`config.mk`:
```
export PLATFORM = sky130hd
export DESIGN_NAME = product_accumulator
export DESIGN_NICKNAME = d
export VERILOG_FILES = /design/src/rtl/product_acc_pkg.sv /design/src/rtl/acc_resize.sv /design/src/rtl/product_accumulator.sv
export SDC_FILE = /design/constraint.sdc
export NUM_CORES = 1
export LEC_CHECK = 0
export BUFFER_PORTS_ARGS = -buffer_cell sky130_fd_sc_hd__buf_2
export CAP_MARGIN = 30
export CORE_MARGIN = 2
export CORE_UTILIZATION = 57
export DETAILED_ROUTE_END_ITERATION = 10
export PLACE_DENSITY = 0.78
export SYNTH_ARGS = -nofsm -noshare
export SYNTH_HDL_FRONTEND = slang
export SYNTH_SLANG_ARGS = --single-unit
export TNS_END_PERCENT = 50
```
`constraint.sdc`:
```
create_clock -name clk -period 3.2 [get_ports clk]
set_input_delay 0.32 -clock clk [delete_from_list [all_inputs] [get_ports clk]]
set_output_delay 0.32 -clock clk [all_outputs]
set_load 0.05 [all_outputs]
```
`src/rtl/product_acc_pkg.sv`:
```
// Shared types for the product accumulator stage of the (A+B)*C pipeline.
//   PROD_W      : width of the signed product coming from the multiplier stage
//   acc_state_t : accumulator FSM state encoding
package product_acc_pkg;

  localparam int PROD_W = 31;

  typedef enum logic [0:0] {
    ACCUM = 1'b0,
    DUMP  = 1'b1
  } acc_state_t;

endpackage

```
`src/rtl/acc_resize.sv`:
```
// Combinational width conversion of the accumulated sum to the output width.
// Optional feature macro: ACC_SAT_EN (clip instead of wrap when narrowing).
// Ports:
//   din  in  ACC_W  signed accumulator value
//   dout out OUT_W  signed resized value
//   sat  out 1      dout was clipped (only when narrowing with ACC_SAT_EN)
module acc_resize #(
  parameter int ACC_W = 35,
  parameter int OUT_W = 35
) (
  input  logic signed [ACC_W-1:0] din,
  output logic signed [OUT_W-1:0] dout,
  output logic                    sat
);

  generate
    if (OUT_W >= ACC_W) begin : g_extend
      // Size cast of a signed operand sign-extends.
      assign dout = OUT_W'(din);
      assign sat  = 1'b0;
    end else begin : g_narrow
`ifdef ACC_SAT_EN
      // The value fits only if every bit from the output sign bit upward agrees.
      localparam int HI_W = ACC_W - OUT_W + 1;
      logic [HI_W-1:0] hi;
      logic            in_range;

      assign hi       = din[ACC_W-1:OUT_W-1];
      assign in_range = (hi == '0) || (hi == '1);

      always_comb begin
        dout = din[OUT_W-1:0];
        sat  = 1'b0;
        if (!in_range) begin
          sat  = 1'b1;
          dout = din[ACC_W-1] ? {1'b1, {(OUT_W-1){1'b0}}}
                              : {1'b0, {(OUT_W-1){1'b1}}};
        end
      end
`else
      logic unused_hi;

      assign dout      = din[OUT_W-1:0];
      assign sat       = 1'b0;
      assign unused_hi = ^din[ACC_W-1:OUT_W];
`endif
    end
  endgenerate

endmodule

```
`src/rtl/product_accumulator.sv`:
```
// Accumulates ACC_LEN signed products (fewer on flush) and presents the sum
// with its sample count on a valid/ready output; the producer is stalled via
// in_ready while a result is pending.
// Optional feature macro: ACC_SAT_EN (saturating narrowing, see acc_resize).
// Ports:
//   clk, rst_n            clock, async active-low reset
//   ce                    clock enable; 0 freezes everything
//   in_data/in_valid/in_ready   product input handshake
//   flush                 close the current partial sum early
//   out_data/out_count/out_sat  result, sample count, clip flag
//   out_valid/out_ready   result handshake
//
// state | meaning
// ACCUM | accepting samples into acc/cnt
// DUMP  | closed: first cycle loads the output register, then waits for take
module product_accumulator
  import product_acc_pkg::*;
#(
  parameter int IN_W    = PROD_W,
  parameter int ACC_LEN = 16,
  parameter int CNT_W   = $clog2(ACC_LEN + 1),
  parameter int ACC_W   = IN_W + $clog2(ACC_LEN),
  parameter int OUT_W   = ACC_W
) (
  input  logic                    clk,
  input  logic                    rst_n,
  input  logic                    ce,
  input  logic signed [IN_W-1:0]  in_data,
  input  logic                    in_valid,
  output logic                    in_ready,
  input  logic                    flush,
  output logic signed [OUT_W-1:0] out_data,
  output logic [CNT_W-1:0]        out_count,
  output logic                    out_sat,
  output logic                    out_valid,
  input  logic                    out_ready
);

  localparam logic [CNT_W-1:0] LEN_C = CNT_W'(ACC_LEN);

  acc_state_t              state;
  logic signed [ACC_W-1:0] acc;
  logic signed [ACC_W-1:0] in_ext;
  logic [CNT_W-1:0]        cnt;
  logic [CNT_W-1:0]        cnt_inc;
  logic                    accept;
  logic                    close;
  logic signed [OUT_W-1:0] rs_data;
  logic                    rs_sat;

  assign in_ready = (state == ACCUM);
  assign accept   = ce & in_valid & in_ready;
  assign in_ext   = ACC_W'(in_data);
  assign cnt_inc  = cnt + 1'b1;

  // A flush with nothing collected and no sample arriving is a no-op.
  assign close = ce & (state == ACCUM) &
                 ((accept & (cnt_inc == LEN_C)) | (flush & ((cnt != '0) | accept)));

  // Resize works on the registered sum, so the output is loaded one edge
  // after the transition into DUMP.
  acc_resize #(
    .ACC_W (ACC_W),
    .OUT_W (OUT_W)
  ) u_resize (
    .din  (acc),
    .dout (rs_data),
    .sat  (rs_sat)
  );

  always_ff @(posedge clk or negedge rst_n) begin
    if (!rst_n) begin
      state     <= ACCUM;
      acc       <= '0;
      cnt       <= '0;
      out_data  <= '0;
      out_count <= '0;
      out_sat   <= 1'b0;
      out_valid <= 1'b0;
    end else if (ce) begin
      case (state)
        ACCUM: begin
          if (accept) begin
            acc <= acc + in_ext;
            cnt <= cnt_inc;
          end
          if (close) state <= DUMP;
        end
        DUMP: begin
          if (!out_valid) begin
            out_data  <= rs_data;
            out_count <= cnt;
            out_sat   <= rs_sat;
            out_valid <= 1'b1;
          end else if (out_ready) begin
            acc       <= '0;
            cnt       <= '0;
            out_valid <= 1'b0;
            state     <= ACCUM;
          end
        end
        default: state <= ACCUM;
      endcase
    end
  end

endmodule

```
==> impl_metrics.py, run 1 <==
metrics = {
    "run": {
        "cap_violations": 0,
    },
    "floorplanning": {
        "die_area_um2": 9590,
        "io_pins": 80,
        "die_x_um": 98.0,
        "row_count": 34,
        "start_util": 0.583,
        "core_um2": 8640,
        "die_h_um": 98.0,
    },
    "cts": {
        "cts.htree.levels": 3,
        "clk-insertion-delay-late_ns": 0.35,
        "ctsResizeCount": 0,
        "cts_setup_buffers": 0,
        "clock-sinks": 82,
        "clkSlewWorstSetupHoldPaths_ns": 0.09,
        "numCtsBuffers": 9,
        "cts_buffer_depth": 2,
        "clockRootBuffer": "clkbuf_8",
        "cts_tree": "built",
    },
    "global_routing": {
        "grt_pass1_vias": 4090,
        "grt_first_pass_wirelength_um": 19000,
        "antenna_found_initial": 0,
        "grt_max_degree": 52,
        "grt_usage": 0.238,
        "overflow": 0,
    },
    "detailed_routing": {
        "viasPerCell": 5.78,
        "drt-pass1-iter-count": 4,
        "drtAntennaViolNets": 0,
        "drc_errors": 0,
        "routedWlPerCell_um": 15.8,
        "drtIter0Drc": 199,
        "drt-total-wl_um": 10800,
        "route.vias.total": 3977,
    },
    "timing": {
        "slew_headroom": 0.585,
        "fin_setup_tns_ns": 0,
        "final-max-slew-violation-count": 0,
        "fmax_mhz": 333,
        "setup_viol_count_final": 0,
        "post-route-worst-setup-slack_ns": 0.197,
        "rsz0062_at_grt": "false",
        "report.final.hold_viol_count": 0,
        "period_share": 0.938,
        "fin_hold_ws_ns": 0.264,
        "worst_pin_slew_ns": 0.622,
        "skew_ns": 0.00884,
        "fin_crit_ns": 3.00,
    },
    "yosys": {
        "netlist.top_cell.by_area": "dfrtp_1",
        "synth_edf_count": 0,
        "netlist.area_leader.share": 0.408,
        "synth_seq_area_share": 0.408,
        "synthTopCellsByArea": "dfrtp_1 (41%), ha_1 (9.2%), mux2_2 (8.3%)",
        "syn-cell-area_um2": 5030,
        "yosysWarnings": 0,
        "syn_area_per_cell_um2": 9.98,
        "syn-num-nets": 579,
        "async_flop_share": 1.00,
        "synth_cells": 504,
        "ys_types": 63,
        "ys_ff_latch": 82,
        "ys.flop_type": "dfrtp_1",
    },
    "setup_path": {
        "worstSetupPathType": "register to register",
        "cp_cell_sequence": "ha_1 > fa_1 > a21oi_2 > o221ai_1 > a221o_1 > a221o_2 > a41oi_2 > o21a_2 > o31ai_2 > xnor2_1 > o21ai_1",
        "end_kind": "register",
        "slowest_stage": "fa_1",
        "start_kind": "register",
        "arrival_ns": 3.22,
        "critical_path_required_ns": 3.42,
        "critPathMaxStageDelay_ns": 0.43,
        "cp_max_fo": 3,
    },
    "finish": {
        "syn_to_final_growth_pct": 13.6,
        "final_common_cell": "dfrtp_1",
        "antenna_cells": 0,
        "drive_above_1_share": 0.266,
        "nets": 650,
        "fillerInstances": 726,
        "layout_common_cells": "dfrtp_1 (82), buf_2 (77), nand2_1 (55)",
    },
    "placed_design": {
        "portBuffers": 78,
        "gp_congestion": 0.887,
        "hpwl_um": 7820,
        "dp_slack_ns": 0.145,
    },
    "status": {
        "status": "complete, no violations",
    },
    "power": {
        "ir_drop_mv": 0.519,
        "leakage_nw": 2.86,
        "powerDensity_nw_per_um2": 1060,
    },
    "min_path": {
        "holdCritPathClass": "input port to register",
    },
}
## cells by family after synthesis
kind of cell	after synthesis	share of synthesized area
mux	40	0.0888
xor+xnor	32	0.0557
fa+ha+maj	38	0.0960
compound gates	155	0.203
buf+inv	41	0.0405
other cells	1	0.000745
simple gates	115	0.107
flops	82	0.408
## where the power goes
group	switching (mW)	internal, mW
Sequential	0.296	1.46
Combinational	2.15	1.24
Clock	0.381	0.518
Total	2.83	3.22
## layer usage
metal  global-route usage  part of all wire
met1                0.324              0.45
met2                0.387              0.48
met3               0.0530             0.054
met4               0.0641             0.012
met5                    0                 0
## final timing paths
| kind | slack [ns] | depth (start not counted) | end | startpoint |
|---|---|---|---|---|
| max | 0.20 | 11 | acc[32] | acc[0] |
| min | 0.26 | 2 | out_valid | ce |
| max reg2reg | 0.20 | 11 | acc[32] | acc[0] |
| min reg2reg | 0.48 | 2 | out_count[1] | out_count[1] |
| max in group asynchronous | 2.17 | 3 | acc[31] | rst_n |
| min in group asynchronous | 0.44 | 2 | out_data[12] | rst_n |
## Yosys cell counts, types with 3 or more instances
master,number
dfrtp_1,82
nand2_1,55
o21ai_0,46
ha_1,37
mux2_2,37
a21oi_1,33
xnor2_1,20
inv_1,18
a21o_1,16
clkbuf_1,15
nor2_1,15
nand3_1,13
xor2_1,12
o21bai_1,8
o21ai_1,6
and3_1,5
nand4_1,5
a21o_2,4
a22o_1,4
a31oi_1,4
nand3b_1,4
nor3_1,4
o31ai_1,4
a21oi_2,3
buf_4,3
mux2i_1,3
o221ai_1,3
## layout make-up
type	instances	area (µm²)	area share
clock buffers	11	131	0.0230
inverters	18	67.6	0.0118
well taps	108	135	0.0236
repair buffers	83	453	0.0792
clock inverters	5	103	0.0179
multi-input cells	381	2780	0.485
flip-flops and latches	82	2050	0.359
## stage by stage
step	utilization	total power, mW	instances	cell area [µm²]
final	0.662	6.05	688	5720
after global routing	0.662	6.48	688	5720
after CTS	0.662	6.06	688	5720
after detailed placement	0.634	5.14	671	5470
after global placement	0.631	5.03	670	5450
after floorplan	-	4.45	504	5030
## worst max-delay path: cells and delay by family (launching register included)
kind | cells | cell delay, ns
compound gates | 8 | 1.68
xor+xnor | 1 | 0.15
fa+ha+maj | 2 | 0.65
flops | 1 | 0.40
## state kept, by name, indices dropped and copies added (netlist names)
name       count
acc           35
cnt            5
out_count      5
out_data      35
out_valid      1
state          1
## repair_timing
item / 4_1_cts / 5_1_grt
endpoints found under the setup margin: 0 / 0
hold endpoints to repair: 31 / 0
hold buffers: 1 / 0
(Power assumes the default switching activity.)
==> run 2, diff against run 1 <==
--- a/config.mk
+++ b/config.mk
@@ -10,7 +10,7 @@
 export CORE_MARGIN = 2
 export CORE_UTILIZATION = 57
 export DETAILED_ROUTE_END_ITERATION = 10
-export PLACE_DENSITY = 0.78
+export PLACE_DENSITY = 0.91
 export SYNTH_ARGS = -nofsm -noshare
 export SYNTH_HDL_FRONTEND = slang
 export SYNTH_SLANG_ARGS = --single-unit
==> run 2 against run 1 <==
Count of clock-buffer cells in the layout increased by 1. Critical path depth unchanged. Flip-flop and latch count stayed put. Cell count unchanged. Die area did not move. Register-to-register slack improved by 0.02 ns. Design area up 0.39%. Wire length grew 2.5%. Critical path type unchanged. Largest cell class unchanged. Combinational power about the same. Worst hold slack lost 0.0063 ns. Core utilization rose by 0.26 points.
==> impl_metrics.py, run 2 (synthesized netlist as in run 1, its figures left out) <==
metrics = {
    "detailed_routing": {
        "viasPerCell": 6.00,
        "drt-pass1-iter-count": 4,
        "drtIter0Drc": 171,
        "drc_errors": 0,
        "route.vias.total": 4127,
        "routedWlPerCell_um": 16.2,
        "drtAntennaViolNets": 0,
        "drt-total-wl_um": 11100,
    },
    "finish": {
        "syn_to_final_growth_pct": 14.1,
        "fin_util": 0.665,
        "fillerInstances": 652,
        "reg_top3": "acc: 35 flops, out_data: 35 flops",
        "nets": 650,
        "antenna_cells": 0,
        "fin_cells": 688,
        "drive_above_1_share": 0.266,
        "final_common_cell": "dfrtp_1",
        "layout_common_cells": "dfrtp_1 (82), buf_2 (77), nand2_1 (55)",
    },
    "setup_path": {
        "worstSetupPathType": "register to register",
        "arrival_ns": 3.21,
        "start_kind": "register",
        "critPathMaxStageDelay_ns": 0.43,
        "slowest_stage": "fa_1",
        "cp_max_fo": 3,
        "end_kind": "register",
        "cp_cell_sequence": "ha_1 > fa_1 > a21oi_2 > o221ai_1 > a221o_1 > a221o_2 > a41oi_2 > o21a_2 > o21bai_2 > xnor2_1 > o21ai_1",
        "crit_cells": 11,
        "r2r_cells": 11,
        "critical_path_required_ns": 3.43,
        "critical_path.top_delay_family": "compound AO/OA/AOI/OAI gates",
        "crit_buf_inv": 0,
    },
    "cts": {
        "cts_setup_buffers": 0,
        "clkSlewWorstSetupHoldPaths_ns": 0.08,
        "holdBufCountCts": 1,
        "clock-sinks": 82,
        "clockRootBuffer": "clkbuf_8",
        "ctsResizeCount": 0,
        "cts_tree": "built",
        "clk-insertion-delay-late_ns": 0.36,
        "cts_buffer_depth": 2,
        "cts.htree.levels": 3,
        "numCtsBuffers": 9,
    },
    "placed_design": {
        "gp_congestion": 0.891,
        "dp_cells": 671,
        "hpwl_um": 8070,
        "portBuffers": 78,
    },
    "floorplanning": {
        "start_util": 0.583,
        "row_count": 34,
        "die_x_um": 98.0,
        "die_h_um": 98.0,
        "die_area_um2": 9590,
        "io_pins": 80,
        "core_um2": 8640,
    },
    "timing": {
        "fmax_mhz": 336,
        "rsz0062_at_grt": "false",
        "period_share": 0.931,
        "setup_viol_count_final": 0,
        "fin_setup_tns_ns": 0,
        "slew_headroom": 0.388,
        "fin_crit_ns": 2.98,
        "report.final.hold_viol_count": 0,
        "skew_ns": 0.0133,
        "worst_pin_slew_ns": 0.916,
        "final-max-slew-violation-count": 0,
    },
    "power": {
        "pwr-share-clk": 0.151,
        "switching_share": 0.468,
        "ir_drop_mv": 0.604,
        "leakage_nw": 2.87,
        "seqPwrFrac": 0.289,
        "power_frac_comb": 0.560,
        "switchingPower_mw": 2.85,
        "p_int_mw": 3.25,
        "powerDensity_nw_per_um2": 1060,
    },
    "global_routing": {
        "antenna_found_initial": 0,
        "grt_first_pass_wirelength_um": 18900,
        "met3_usage": 0.0565,
        "use_met2": 0.401,
        "grt_pass1_vias": 4138,
        "grt_most_used_layer": "met2",
        "use_met1": 0.316,
        "grt_max_degree": 50,
        "grt_usage": 0.240,
        "overflow": 0,
    },
    "min_path": {
        "hold_path_depth": 2,
        "holdCritPathClass": "input port to register",
    },
    "status": {
        "status": "complete, no violations",
    },
    "run": {
        "cap_violations": 0,
    },
}
==> run 2: cell count changes in the layout (fill, tap and decap cells not counted) <==
cell,before,now
buf_12,0,1
buf_4,4,3
clkinv_2,1,0
clkinv_4,0,1
clkbuf_8,9,10
clkinvlp_4,1,0
==> run 2: power groups by stage <==
| stage | registers (mW) | logic, mW | clock network, mW |
|---|---|---|---|
| finish | 1.77 | 3.42 | 0.923 |
| global route | 1.82 | 3.72 | 0.979 |
| CTS | 1.76 | 3.40 | 0.941 |
| detailed placement | 1.78 | 3.38 | 0 |
| global placement | 1.75 | 3.28 | 0 |
| floorplan | 2.45 | 2.00 | 0 |
==> run 2: layer usage <==
layer	vias to the layer above	wire length [µm]	share of wire
met3	22	669	0.060
li1	1966	-	-
met5	-	0	0
met2	153	5340	0.48
met1	1986	4920	0.44
met4	0	189	0.017
==> run 2: final timing paths <==
kind,from,end,slack [ns]
max,acc[0],acc[28],0.22
max reg2reg,acc[0],acc[28],0.22
max in group asynchronous,rst_n,acc[28],2.17
min reg2reg,out_count[1],out_count[1],0.49
min in group asynchronous,rst_n,out_data[10],0.44
min,ce,out_valid,0.26
==> run 2: layout make-up <==
type / count / area [µm²] / area share
Multi-Input combinational cell: 381 / 2780 / 0.484
Sequential cell: 82 / 2050 / 0.358
Clock buffer: 12 / 145 / 0.0253
Tap cell: 108 / 135 / 0.0235
Clock inverter: 4 / 98.8 / 0.0172
Timing Repair Buffer: 83 / 465 / 0.0811
Inverter: 18 / 67.6 / 0.0118
==> run 2: per-stage QoR <==
stage	power (mW)	instance area [µm²]	setup WS (ns)	hold slack, ns
6_report	6.10	5740	0.222	0.257
5_1_grt	6.53	5740	0.0165	0.270
4_1_cts	6.11	5740	0.217	0.241
3_5_place_dp	5.16	5490	0.183	0.302
3_3_place_gp	5.03	5460	0.228	0.463
2_1_floorplan	4.45	5030	0.442	0.0244
